[src/rtl/adder_pkg.sv]
// Shared constants for the ripple-carry adder block.
// Holds the default operand width used by the top-level parameter.
package adder_pkg;

    localparam int ADDER_WIDTH = 32;

endpackage : adder_pkg

[src/rtl/adder_full_adder_ha.sv]
// 1-bit full adder from two half-adders plus an OR; purely combinational.
// No state and no flow control: output follows inputs within the cycle.
module full_adder_ha (
    input  logic a,
    input  logic b,
    input  logic cin,
    output logic sum,
    output logic cout
);

    logic ha0_sum;
    logic ha0_carry;
    logic ha1_carry;

    // First half-adder combines the operands, second folds in the carry.
    assign ha0_sum   = a ^ b;
    assign ha0_carry = a & b;
    assign sum       = ha0_sum ^ cin;
    assign ha1_carry = ha0_sum & cin;
    assign cout      = ha0_carry | ha1_carry;

endmodule : full_adder_ha

[src/rtl/adder.sv]
// N-bit ripple-carry adder with a behavioural reference sum; 1-cycle registered latency.
// No back-pressure: a new operand set is accepted every cycle while in_valid is high.
module adder
    import adder_pkg::*;
#(
    parameter int N = ADDER_WIDTH
) (
    input  logic         clk,
    input  logic         rst,
    input  logic         in_valid,
    input  logic [N-1:0] a,
    input  logic [N-1:0] b,
    input  logic         cin,
    output logic         out_valid,
    output logic [N-1:0] sum,
    output logic         cout,
    output logic [N:0]   result,
    output logic [N:0]   resultx
);

    logic [N:0]   carry;
    logic [N-1:0] sum_rc;
    logic [N:0]   resultx_c;

    logic [N-1:0] sum_d,       sum_q;
    logic         cout_d,      cout_q;
    logic [N:0]   resultx_d,   resultx_q;
    logic         out_valid_d, out_valid_q;

    assign carry[0] = cin;

    for (genvar i = 0; i < N; i++) begin : g_ripple
        full_adder_ha u_fa (
            .a   (a[i]),
            .b   (b[i]),
            .cin (carry[i]),
            .sum (sum_rc[i]),
            .cout(carry[i+1])
        );
    end

    // Zero-extend before adding so the reference carries into bit N instead of truncating.
    assign resultx_c = {1'b0, a} + {1'b0, b} + {{N{1'b0}}, cin};

    always_comb begin
        sum_d       = sum_q;
        cout_d      = cout_q;
        resultx_d   = resultx_q;
        out_valid_d = in_valid;
        if (in_valid) begin
            sum_d     = sum_rc;
            cout_d    = carry[N];
            resultx_d = resultx_c;
        end
    end

    always_ff @(posedge clk) begin
        if (rst) begin
            sum_q       <= '0;
            cout_q      <= 1'b0;
            resultx_q   <= '0;
            out_valid_q <= 1'b0;
        end else begin
            sum_q       <= sum_d;
            cout_q      <= cout_d;
            resultx_q   <= resultx_d;
            out_valid_q <= out_valid_d;
        end
    end

    assign out_valid = out_valid_q;
    assign sum       = sum_q;
    assign cout      = cout_q;
    assign result    = {cout_q, sum_q};
    assign resultx   = resultx_q;

endmodule : adder

[config.mk]
export PLATFORM = sky130hd
export DESIGN_NAME = adder
export DESIGN_NICKNAME = d
export VERILOG_FILES = /design/src/rtl/adder_pkg.sv /design/src/rtl/adder_full_adder_ha.sv /design/src/rtl/adder.sv
export SDC_FILE = /design/constraint.sdc
export NUM_CORES = 1
export LEC_CHECK = 0
export CORE_ASPECT_RATIO = 0.5
export CORE_UTILIZATION = 50
export CTS_CLUSTER_SIZE = 20
export DETAILED_ROUTE_END_ITERATION = 8
export PLACE_DENSITY = 0.94
export SLEW_MARGIN = 15
export SYNTH_ARGS = -nofsm -noshare
export SYNTH_HDL_FRONTEND = slang
export SYNTH_SLANG_ARGS = --single-unit
[constraint.sdc]
create_clock -name clk -period 29.6 [get_ports clk]
set_clock_uncertainty 0.15 [all_clocks]
set_input_delay 2.96 -clock clk [delete_from_list [all_inputs] [get_ports clk]]
set_output_delay 2.96 -clock clk [all_outputs]
set_load 0.005 [all_outputs]
==> metrics <==
origin of the critical flop-to-flop path resultx[28]; Power Dens Cells 48.2 mW/mm²; uppermost layer routed met4; max incr delay on CP 0.42 ns; FF-to-FF path depth 3; status finished clean; reg2reg setup slack 28.57 ns; FF+latch count, synth 64; CP Data Arrival Time 16.24 ns; first-pass GRT wire length 20.2 mm; clk buf depth 2; vias 4224; ANT cells 0; met3 wire length 836 µm; largest net degree at the start of global routing 55; cell count after placement 739; Die Y 71.1 µm; Initial Util 0.532; asr flop ratio synth 0; Critical Path Fanout Max 2; syn avg cell area 9.27 µm²; final hold vios 0; RSZ-0062 raised after global routing no; DRC marker count from the first detailed-route iteration 303; clk_lat worst skew 0.34 ns; Seq/Total Area, Yosys 0.268; drt drc 0; Antenna Nets Post-Route 0; Max Fclk 62.0 MHz; register area 0.00128 mm²; hold_buf cts 0; Mapped Nets 647; # Post-CTS Setup Buffers 0; clk sinks 64; Cell variety after synth 49; num rows 24; cell with the most instances after synthesis nor2_1; Die W 140 µm; Multi-input gate area 0.00308 mm²; Area growth syn-to-layout 36.2%; Critical R2R Capture resultx[28]; Post-Syn Area 0.00478 mm²; WS Path Type input port to flip-flop; setup TNS 0 ns; CTS resizes 0; gr usage total 0.259; gr ovfl total 0; startpoint types input port; Non-Filler Instances 755; crit-path most repeated cell fa_1; Reg clk slew, reported paths 0.06 ns; part of the cycle the worst path needs 0.545; Core Util, Final 0.725; boundary pin count 168; worst hold margin 0.328 ns; Worst Hold Class flip-flop to flip-flop; Rel. slew slack 0.250; initial antenna violation count 0; critical path launch point a[0]; WL final 12.4 mm; average via count per standard cell 5.59; Synth top cells by count nor2_1 (66), dfxtp_1 (64), mux2i_1 (39), buf_4 (36), fa_1 (32); Yosys warnings 0; final slew viol count 0; wire per inst 16.4 µm; Post-synth EDFFs 0; final setup fails 0; routability cong. 0.894; Port-buffer cells 167; Yosys top cell area share 0.268; met2 wire length 6.04 mm; ys flop type dfxtp_1; Final min period 16.13 ns; Filler cells 661; core area 0.00898 mm²; share of post-route cells with drive strength above 1 0.0455; Worst Path Required 29.71 ns; Die Area 0.00998 mm²; vias in the first global route 4200; max cap viols 0; CTS tree yes; leading area contributor after synthesis dfxtp_1; Final nets 764; Lkg Pwr 0.00269 µW; Clock Root Buffer clkbuf_16; slowest cell on the critical path fa_1; H-Tree Depth 3; Max rail drop VDD 29.1 µV; Worst Tran Pin Value 1.12 ns; drt first pass iters 4; Syn Inst Count 516; Worst setup EP type flip-flop; DP Wirelength 9.49 mm; Critical Path Sink sum[31]; Area contributors post-synth dfxtp_1 (27%), fa_1 (13%), mux2i_1 (8.2%); M1 WL 5.26 mm; total CTS buffers 9
[cell usage in the layout, fill, tap and decap left out, types with 3 or more instances in the layout]
cell type        synthesis  final
nand2_1                 18     18
inv_1                   12     12
xnor2_1                 15     15
o21a_1                   5      5
nor2_1                  66     66
nand3_1                  8      8
o211ai_1                 3      3
o21bai_1                 5      5
mux2i_1                 39     39
dfxtp_1                 64     64
a21o_1                  14     14
nand4_1                  5      5
a22o_1                  13     13
clkbuf_16                0      9
a211oi_1                 9      9
clkdlybuf4s50_1          0    165
fa_1                    32     32
nand2b_1                 3      3
and3_1                   3      3
o21ai_0                 24     24
a21oi_1                 31     31
and4_1                   3      3
nor3_1                   4      4
ha_1                    31     31
xor2_1                  10     10
nor2b_1                  4      4
a221oi_2                 3      3
inv_6                    0      3
a31oi_1                  4      4
[layer usage]
layer	vias to the layer above	track usage
met5	-	0
met4	0	0.0781
met3	25	0.0819
met2	157	0.451
met1	2015	0.309
li1	2027	-
[kinds of logic after synthesis]
kind of cell,Yosys count,share of synthesized area
AO/OA/AOI/OAI,129,0.188
AND/OR/NAND/NOR,121,0.114
adder cells (fa/ha/maj),63,0.215
multiplexers,39,0.0817
XOR/XNOR,25,0.0458
buffers and inverters,75,0.0871
flip-flops,64,0.268
[critical path: cells and delay by family]
| kind | cells | cell delay [ns] |
|---|---|---|
| buffers and inverters | 4 | 0.62 |
| adder cells (fa/ha/maj) | 32 | 12.39 |
| AO/OA/AOI/OAI | 1 | 0.24 |
[per-stage QoR]
| stage | worst slack [ns] | area, µm² | power [µW] |
|---|---|---|---|
| final | 13.47 | 6510 | 314 |
| after global routing | 12.94 | 6510 | 333 |
| after CTS | 13.35 | 6510 | 316 |
| after detailed placement | 13.00 | 6230 | 215 |
| after global placement | 13.41 | 6230 | 211 |
| after floorplan | 14.08 | 4780 | 166 |
[how the worst min path moves through the flow]
stage                     cells after the start        start     endpoint  slack (ns)
after floorplan                               1  resultx[20]  resultx[20]        0.32
after global placement                        1  resultx[20]  resultx[20]        0.31
after detailed placement                      1  resultx[12]  resultx[12]        0.31
after CTS                                     1  resultx[26]  resultx[26]        0.33
after global routing                          1  resultx[19]  resultx[19]        0.34
final                                         1  resultx[12]  resultx[12]        0.33
[power breakdown]
group / leakage (µW) / switching [µW] / internal (µW)
Combinational: 0.00203 / 49.9 / 61.3
Clock: 0.000133 / 43.0 / 57.4
Sequential: 0.000529 / 6.33 / 96.0
[registers in the layout (all words and copies together), names as in the netlist]
name,count
resultx,30
cout,1
sum,32
out_valid,1
[layout make-up]
| class | count | share of cell area |
|---|---|---|
| inverter | 12 | 0.00692 |
| clock inverter | 7 | 0.00845 |
| sequential | 64 | 0.197 |
| timing repair buffer | 169 | 0.257 |
| multi-input combinational | 377 | 0.473 |
| tap | 117 | 0.0225 |
| clock buffer | 9 | 0.0346 |
No activity file was read; power rests on OpenSTA's default activity.
